===== config.mk =====
export PLATFORM = sky130hd
export DESIGN_NAME = dfu_bank_rd_sched
export DESIGN_NICKNAME = d
export VERILOG_FILES = /design/src/rtl/dfu_pkg.sv /design/src/rtl/dfu_out_skid.sv /design/src/rtl/dfu_bank_rd_sched.sv
export SDC_FILE = /design/constraint.sdc
export NUM_CORES = 1
export LEC_CHECK = 0
export ABC_AREA = 0
export ABC_CLOCK_PERIOD_IN_PS = 4590
export CAP_MARGIN = 30
export CORE_MARGIN = 1.5
export CORE_UTILIZATION = 43
export CTS_CLUSTER_SIZE = 24
export DETAILED_ROUTE_END_ITERATION = 8
export PLACE_DENSITY_LB_ADDON = 0.1
export SYNTH_ARGS = -nofsm -noshare
export SYNTH_HDL_FRONTEND = slang
export SYNTH_SLANG_ARGS = --single-unit
export TNS_END_PERCENT = 10

===== constraint.sdc =====
create_clock -name clk -period 4.59 [get_ports clk]
set_input_delay 0.6885 -clock clk [delete_from_list [all_inputs] [get_ports clk]]
set_output_delay 0.6885 -clock clk [all_outputs]
set_load 0.01 [all_outputs]

===== src/rtl/dfu_pkg.sv =====
`default_nettype none
// ============================================================================
//  Module      : dfu_pkg
//  Description : Shared types and default sizes for the DFU bank read
//                scheduler and the SRAM bank it fronts.
//  Revision    : 1.0 - initial release
// ============================================================================
package dfu_pkg;

    // Default bank geometry, shared with the SRAM bank instance.
    localparam int ES_DEFAULT        = 16;
    localparam int SRAM_ADDR_DEFAULT = 8;

    // Read-burst sequencer states.
    typedef enum logic [1:0] {
        ST_IDLE = 2'd0,
        ST_RD   = 2'd1,
        ST_FIN  = 2'd2
    } dfu_state_e;

endpackage : dfu_pkg
`default_nettype wire


===== src/rtl/dfu_out_skid.sv =====
`default_nettype none
// ============================================================================
//  Module      : dfu_out_skid
//  Description : Registered valid/ready output stage for bank read data.
//                Holds out_data/out_last stable while the consumer stalls.
//  Revision    : 1.0 - initial release
// ============================================================================
module dfu_out_skid
    import dfu_pkg::*;
#(
    parameter int Es = ES_DEFAULT
) (
    input  logic          clk,
    input  logic          rst,
    input  logic          load,
    input  logic [Es-1:0] load_data,
    input  logic          load_last,
    input  logic          out_rdy,
    output logic          out_vld,
    output logic [Es-1:0] out_data,
    output logic          out_last
);

    logic          vld_d,  vld_q;
    logic [Es-1:0] data_d, data_q;
    logic          last_d, last_q;

    // Capture a new word on load, retire on handshake, otherwise hold.
    always_comb begin
        vld_d  = vld_q;
        data_d = data_q;
        last_d = last_q;
        if (load) begin
            vld_d  = 1'b1;
            data_d = load_data;
            last_d = load_last;
        end else if (vld_q && out_rdy) begin
            vld_d  = 1'b0;
        end
    end

    // Output register with synchronous active-low clear.
    always_ff @(posedge clk) begin
        if (!rst) begin
            vld_q  <= 1'b0;
            data_q <= '0;
            last_q <= 1'b0;
        end else begin
            vld_q  <= vld_d;
            data_q <= data_d;
            last_q <= last_d;
        end
    end

    assign out_vld  = vld_q;
    assign out_data = data_q;
    assign out_last = last_q;

endmodule : dfu_out_skid
`default_nettype wire


===== src/rtl/dfu_bank_rd_sched.sv =====
`default_nettype none
// ============================================================================
//  Module      : dfu_bank_rd_sched
//  Description : Scheduler in front of one DFU SRAM bank. Passes the loader
//                write stream straight through, sequences burst reads, stalls
//                a read whose address is being written this cycle, and
//                returns data through a registered valid/ready stage.
//                Optional macro DFU_HAZARD_BYPASS_EN: instead of stalling on
//                a same-address write, forward the write data into the read.
//  Revision    : 1.0 - initial release
// ============================================================================
module dfu_bank_rd_sched
    import dfu_pkg::*;
#(
    parameter int Es        = ES_DEFAULT,
    parameter int sram_addr = SRAM_ADDR_DEFAULT
) (
    input  logic                 clk,
    input  logic                 rst,
    input  logic                 wr_vld,
    output logic                 wr_rdy,
    input  logic [sram_addr-1:0] wr_addr,
    input  logic [Es-1:0]        wr_data,
    input  logic                 cmd_vld,
    output logic                 cmd_rdy,
    input  logic [sram_addr-1:0] cmd_base,
    input  logic [sram_addr:0]   cmd_len,
    output logic                 sram_wr_en,
    output logic [sram_addr-1:0] sram_wr_addr,
    output logic [Es-1:0]        sram_wr_data,
    output logic                 sram_rd_en,
    output logic [sram_addr-1:0] sram_rd_addr,
    input  logic [Es-1:0]        sram_rd_data,
    output logic                 out_vld,
    input  logic                 out_rdy,
    output logic [Es-1:0]        out_data,
    output logic                 out_last,
    output logic                 busy,
    output logic                 done
);

    localparam logic [sram_addr:0] REM_ONE = {{sram_addr{1'b0}}, 1'b1};

    dfu_state_e           state_d, state_q;
    logic [sram_addr-1:0] addr_d,  addr_q;
    logic [sram_addr:0]   rem_d,   rem_q;
    logic                 done_d,  done_q;

    logic                 hazard;
    logic                 slot_free;
    logic                 issue;
    logic                 rem_last;
    logic [Es-1:0]        rd_word;

    // Writes never stall: the bank sees the loader stream unchanged.
    assign wr_rdy       = 1'b1;
    assign sram_wr_en   = wr_vld;
    assign sram_wr_addr = wr_addr;
    assign sram_wr_data = wr_data;

    // Read issue decision: needs a free output slot and no same-address write.
    always_comb begin
        hazard    = (state_q == ST_RD) && wr_vld && (wr_addr == addr_q);
        slot_free = !out_vld || out_rdy;
        rem_last  = (rem_q == REM_ONE);
`ifdef DFU_HAZARD_BYPASS_EN
        // The colliding write is forwarded, so the read never waits.
        issue     = (state_q == ST_RD) && slot_free;
        rd_word   = hazard ? wr_data : sram_rd_data;
`else
        // Hold the read one cycle so the write lands before the bank is read.
        issue     = (state_q == ST_RD) && slot_free && !hazard;
        rd_word   = sram_rd_data;
`endif
    end

    // Burst sequencer next state: address/count walk and completion pulse.
    always_comb begin
        state_d = state_q;
        addr_d  = addr_q;
        rem_d   = rem_q;
        done_d  = 1'b0;
        case (state_q)
            ST_IDLE: begin
                if (cmd_vld) begin
                    if (cmd_len != '0) begin
                        addr_d  = cmd_base;
                        rem_d   = cmd_len;
                        state_d = ST_RD;
                    end else begin
                        state_d = ST_FIN;
                    end
                end
            end
            ST_RD: begin
                if (issue) begin
                    addr_d = addr_q + 1'b1;
                    rem_d  = rem_q - 1'b1;
                    if (rem_last) begin
                        state_d = ST_FIN;
                    end
                end
            end
            ST_FIN: begin
                // Complete once the last word has left (or is leaving) the stage.
                if (slot_free) begin
                    done_d  = 1'b1;
                    state_d = ST_IDLE;
                end
            end
            default: state_d = ST_IDLE;
        endcase
    end

    // Sequencer registers; reset discards any in-flight burst silently.
    always_ff @(posedge clk) begin
        if (!rst) begin
            state_q <= ST_IDLE;
            addr_q  <= '0;
            rem_q   <= '0;
            done_q  <= 1'b0;
        end else begin
            state_q <= state_d;
            addr_q  <= addr_d;
            rem_q   <= rem_d;
            done_q  <= done_d;
        end
    end

    assign cmd_rdy      = (state_q == ST_IDLE);
    assign sram_rd_en   = issue;
    assign sram_rd_addr = addr_q;
    assign busy         = (state_q != ST_IDLE) || out_vld;
    assign done         = done_q;

    dfu_out_skid #(
        .Es (Es)
    ) u_out_skid (
        .clk       (clk),
        .rst       (rst),
        .load      (issue),
        .load_data (rd_word),
        .load_last (rem_last),
        .out_rdy   (out_rdy),
        .out_vld   (out_vld),
        .out_data  (out_data),
        .out_last  (out_last)
    );

endmodule : dfu_bank_rd_sched
`default_nettype wire


---- After elaboration in Yosys (flattened, before gate mapping) ----
Index checks and enable logic that the tools add are counted.
word-level totals
  logic and storage cells ................. 52
  bits in registers ....................... 38
operators by class
  eq/ne operators ......................... 9
  muxes and demuxes ....................... 17
  add/sub/neg operators ................... 2
  reduce and logical (&&, ||, !) cells .... 17
operators with widths
  kind                   number
  $mux W9                3
  $mux W8                3
  $pmux W9 S2            1
  $pmux W8 S2            1
  $mux W2                5
  $eq A9 B1 Y1 const B   1
  $reduce_bool A9 Y1     1
  $sub A9 B1 Y9 const B  1
  $add A8 B1 Y8 const B  1
  $eq A8 B8 Y1           1
  $reduce_and A4 Y1      2
  $ne A2 B2 Y1 const B   3
  $pmux W2 S3            1
  $reduce_bool A2 Y1     3
  $logic_and A1 B1 Y1    5
  $ne A2 B1 Y1 const B   2
  $mux W1                3
  $eq A2 B1 Y1 const B   1
  $eq A2 B2 Y1 const B   1
  $logic_not A1 Y1       2
  $logic_not A2 Y1       1
  $logic_or A1 B1 Y1     2
  $reduce_and A2 Y1      1

---- Depth between registers and ports, before layout ----
  depth in word-level cells ............... 7
  mapped depth ............................ 8
  gate-level depth less buffers ........... 7

---- Cells and area by module ----
A second synthesis with hierarchy kept.
second synthesis, totals
  cells, all modules ...................... 244
  area total of the unflattened synthesis .. 2125.8 µm²
by module, submodules not included
  module             cells an instance  area each (µm²)  sequential area each (µm²)  times used
  dfu_bank_rd_sched  187                1440.1           400.4                       1
  dfu_out_skid       57                 685.7            360.3                       1

---- Worst setup path before layout ----
No wires, ideal clock.
  path kind ............................... input to output
  from .................................... input out_rdy
  to ...................................... output sram_rd_en
  stages .................................. 4
  buffers on the path ..................... 1
  data arrival time ....................... 1.581 ns
  data required time ...................... 3.902 ns
  slack ................................... 2.321 ns
  path through ............................ and2b_1 > or2_2 > clkbuf_1 > nor2_1
between the ends
  cells in the longest elaborated chain, start to end .. 3
RTL lines
  element                            RTL line                 source
  start, declared                    dfu_bank_rd_sched.sv:35  input logic out_rdy,
  $logic_or A1 B1 Y1                 dfu_bank_rd_sched.sv:64  slot_free = !out_vld || out_rdy;
  $logic_and A1 B1 Y1 (2 in series)  dfu_bank_rd_sched.sv:72  issue = (state_q == ST_RD) && slot_free && !hazard;
  end, declared                      dfu_bank_rd_sched.sv:31  output logic sram_rd_en,
No other way between the ends.

---- Worst setup path after layout ----
  from .................................... input wr_addr[7]
  to ...................................... output sram_rd_en
between the ends
  cells in the longest elaborated chain, start to end .. 4
RTL lines
  element              RTL line                 source
  start, declared      dfu_bank_rd_sched.sv:22  input logic [sram_addr-1:0] wr_addr,
  $eq A8 B8 Y1         dfu_bank_rd_sched.sv:63  hazard = (state_q == ST_RD) && wr_vld && (wr_addr == addr_q);
  $logic_and A1 B1 Y1  dfu_bank_rd_sched.sv:63
  $logic_not A1 Y1     dfu_bank_rd_sched.sv:72
  $logic_and A1 B1 Y1  dfu_bank_rd_sched.sv:72
No other way between the ends.

==> summary.md <==
| Metric | Value |
|---|---|
| Average detailed-routed wire length per instance | `15.07 microns` |
| Via count of the first global-routing pass | `2030` |
| Slowest-stage cell, CP | `clkdlybuf4s50_1` |
| Overall power consumption | `1.156 mW` |
| Clk_lat worst skew | `0.29 ns` |
| Gp weighted congestion | `0.8034` |
| Most common cell on crit path | `clkdlybuf4s50_1` |
| RSZ-0062 raised after global routing | `no` |
| Post-detailed-routing wire length | `6193 microns` |
| Placed cells | `403` |
| Number of placement rows | `26` |
| Static leakage power | `1.107 nW` |
| Post-route ant nets | `0` |
| Post-cts sizing count | `0` |
| Worst-case headroom to the max-slew limit | `0.5114` |
| Maximum buffer depth of the clock tree | `2` |
| Seq/Total Area, Yosys | `0.3271` |
| Power density cells | `369.0 mW/mm^2` |
| Number of flip-flops and latches in the synthesized netlist | `38` |
| Tmin final | `3.293 ns` |
| Layout Skew | `0.006916 ns` |
| Most crowded layer after global routing | `met2` |
| Die height | `76.55 microns` |
| Startpoint-to-endpoint class of the critical path | `primary input to output pin` |
| Number of slew-limit violations in the final report | `0` |
| Worst-path cell chain | `clkdlybuf4s50_1, xnor2_1, nand3_1, nor3_2, buf_4, nor2_1, clkdlybuf4s50_1` |
| Slowest cell delay on critical path | `0.51 ns` |
| Unique cell type count in the Yosys netlist | `56` |
| Data arrival at the endpoint of the critical path | `2.60 ns` |
| Detailed-router iteration count before antenna repair | `4` |
| Layout cell share with drive strength beyond 1 | `0.07918` |
| Result of the run | `completed` |
| Post-synth net total | `356` |
| Initial standard-cell utilization of the core | `0.4497` |
| Net count of the finished layout | `405` |
| Worst reg-to-reg setup slack | `1.87 ns` |
| Total of buffers placed on input and output ports | `84` |
| Clock transition at the registers of the reported paths | `0.08 ns` |
| Max-capacitance violation count | `0` |
| Critical Path End Type | `output pin` |
| Met1 capacity usage during global routing | `0.2918` |
| GR Layer Usage met3 | `0.04910` |
| Sum of buffers and inverters on the critical path | `3` |
| Number of synthesized flops with an enable pin | `0` |
| Async set-reset flop share out of synthesis | `0` |
| Sum Neg Setup Slack | `0 ns` |
| Routed vias | `2307` |
| Synth Cell Area | `0.002326 sq mm` |
| Cell family contributing the most delay on the critical path | `buffers and inverters` |
| Worst VDD drop | `0.2185 mV` |
| Number of antenna violations at the first check in global routing | `0` |
| WP data required | `3.90 ns` |
| Number of remaining DRC errors | `0` |
| Critical path fanouts, max | `19` |
| Diodes inserted | `0` |
| Synth Flop Type | `dfxtp_1` |
| Buffers inserted by post-CTS timing repair | `0` |
| Util after Layout | `0.6057` |
| Dpl hpwl | `4233 microns` |
| Gate Count Post-Synth | `291` |
| Iteration-0 DRC count of the detailed router | `122` |
| Global route overflow | `0` |
| Maximum frequency from static timing analysis | `0.3036 GHz` |
| Cell chosen for the clock root | `clkbuf_8` |
| Number of buffers created by CTS | `5` |
| Overall Global Routing Usage | `0.2105` |
| Final Hold Violating Endpoints | `0` |
| Nature of the critical path startpoint | `primary input` |
| Share of the cycle needed by the critical path after routing | `0.7175` |
| Synth warn | `0` |
| Setup violations, final | `0` |
| Largest net degree at the start of global routing | `26` |
| Placeable core area | `0.005172 sq mm` |
| Post-synthesis average cell area | `7.993 sq um` |
| Top Ports | `118` |
| Synthesis-to-finish area growth | `34.70%` |
| Met2 demand-to-capacity share in global routing | `0.3241` |
| Die Width | `76.55 microns` |
| Worst-Margin Slew | `0.7329 ns` |
| Layout Cells excl Fill | `411` |
| CTS H-tree lvls | `2` |
| Average via count per standard cell | `5.613` |
| CTS sink cnt | `38` |
| Class of the worst hold path | `flop to flop` |
| Global-route wire length before repair | `10100 microns` |
| Die area | `0.005859 sq mm` |
| Number of hold-repair buffers added at the cts stage | `0` |
| TritonCTS clock tree | `done` |
layout by cell type (no fill, tap or decap), types with 4 or more instances in the layout:
master	n
o21a_1	4
clkdlybuf4s50_1	84
dfxtp_1	38
a2bb2oi_1	4
clkbuf_8	6
a21oi_1	27
buf_4	4
inv_1	8
o21ai_0	18
nor2_1	12
o32ai_1	5
nor3_1	11
xnor2_1	8
o22ai_1	8
nand3_1	22
nand2_1	28
logic make-up after synthesis:
family	Yosys count	synth area share
other	1	0.001612
AND/OR/NAND/NOR	95	0.2109
XOR/XNOR	8	0.03012
multiplexers	1	0.004304
buffers and inverters	55	0.1409
AO/OA/AOI/OAI	90	0.2690
flip-flops	38	0.3271
adder cells (fa/ha/maj)	3	0.01614
sequential cells by signal, indices dropped and copies added, names as in the netlist:
| name | cells |
|---|---|
| rem_q | 9 |
| u_out_skid.out_vld | 1 |
| sram_rd_addr | 8 |
| u_out_skid.out_data | 16 |
| u_out_skid.out_last | 1 |
| done | 1 |
| state_q | 2 |
layout make-up:
type	instances	area (sq um)
clock inverters	2	60.06
multi-input cells	198	1237
fillers	457	2039
repair buffers	88	870.8
well taps	70	87.58
inverters	9	33.78
flip-flops and latches	38	760.7
clock buffers	6	82.58
synth_stat cells, types with 4 or more instances:
cell | count | area share
a2bb2oi_1 | 4 | 0.015
buf_4 | 26 | 0.084
clkbuf_1 | 12 | 0.019
nor2_1 | 12 | 0.019
nand3_1 | 22 | 0.047
o21ai_0 | 18 | 0.039
o22ai_1 | 8 | 0.022
o32ai_1 | 5 | 0.019
inv_1 | 8 | 0.013
o21a_1 | 4 | 0.013
dfxtp_1 | 38 | 0.33
nor3_1 | 11 | 0.024
a21oi_1 | 27 | 0.058
xnor2_1 | 8 | 0.030
nand2_1 | 28 | 0.045
metal layers:
layer / wire length (microns) / part of all wire
met5: 0 / 0
met4: 110 / 0.018
met3: 428 / 0.069
met2: 2811 / 0.45
met1: 2844 / 0.46
tightest hold or removal path: cells and delay by family (launching register included):
kind / cells / cell delay [ns]
flops: 1 / 0.31
simple gates: 1 / 0.05
compound gates: 1 / 0.06
path summary, 6_finish.rpt:
kind               from         endpoint  cells past startpoint
max          wr_addr[7]       sram_rd_en                      7
min            rem_q[7]         rem_q[7]                      2
max reg2reg  state_q[0]  sram_rd_addr[4]                      6
min reg2reg    rem_q[7]         rem_q[7]                      2
power breakdown:
part / switching, mW / internal (mW) / total, mW
clock network: 0.125 / 0.232 / 0.356
registers: 0.0445 / 0.370 / 0.415
logic: 0.194 / 0.191 / 0.385
total: 0.363 / 0.793 / 1.16
stage by stage:
stage	instance area [sq um]	hold slack (ns)	worst slack (ns)
after CTS	3133	0.4724	1.269
after floorplan	2326	0.4407	2.321
after global routing	3133	0.4968	1.197
after global placement	2990	0.4497	1.281
after detailed placement	2990	0.4615	1.257
final	3133	0.4682	1.297
Note: power is estimated with default switching activity, not from simulation.
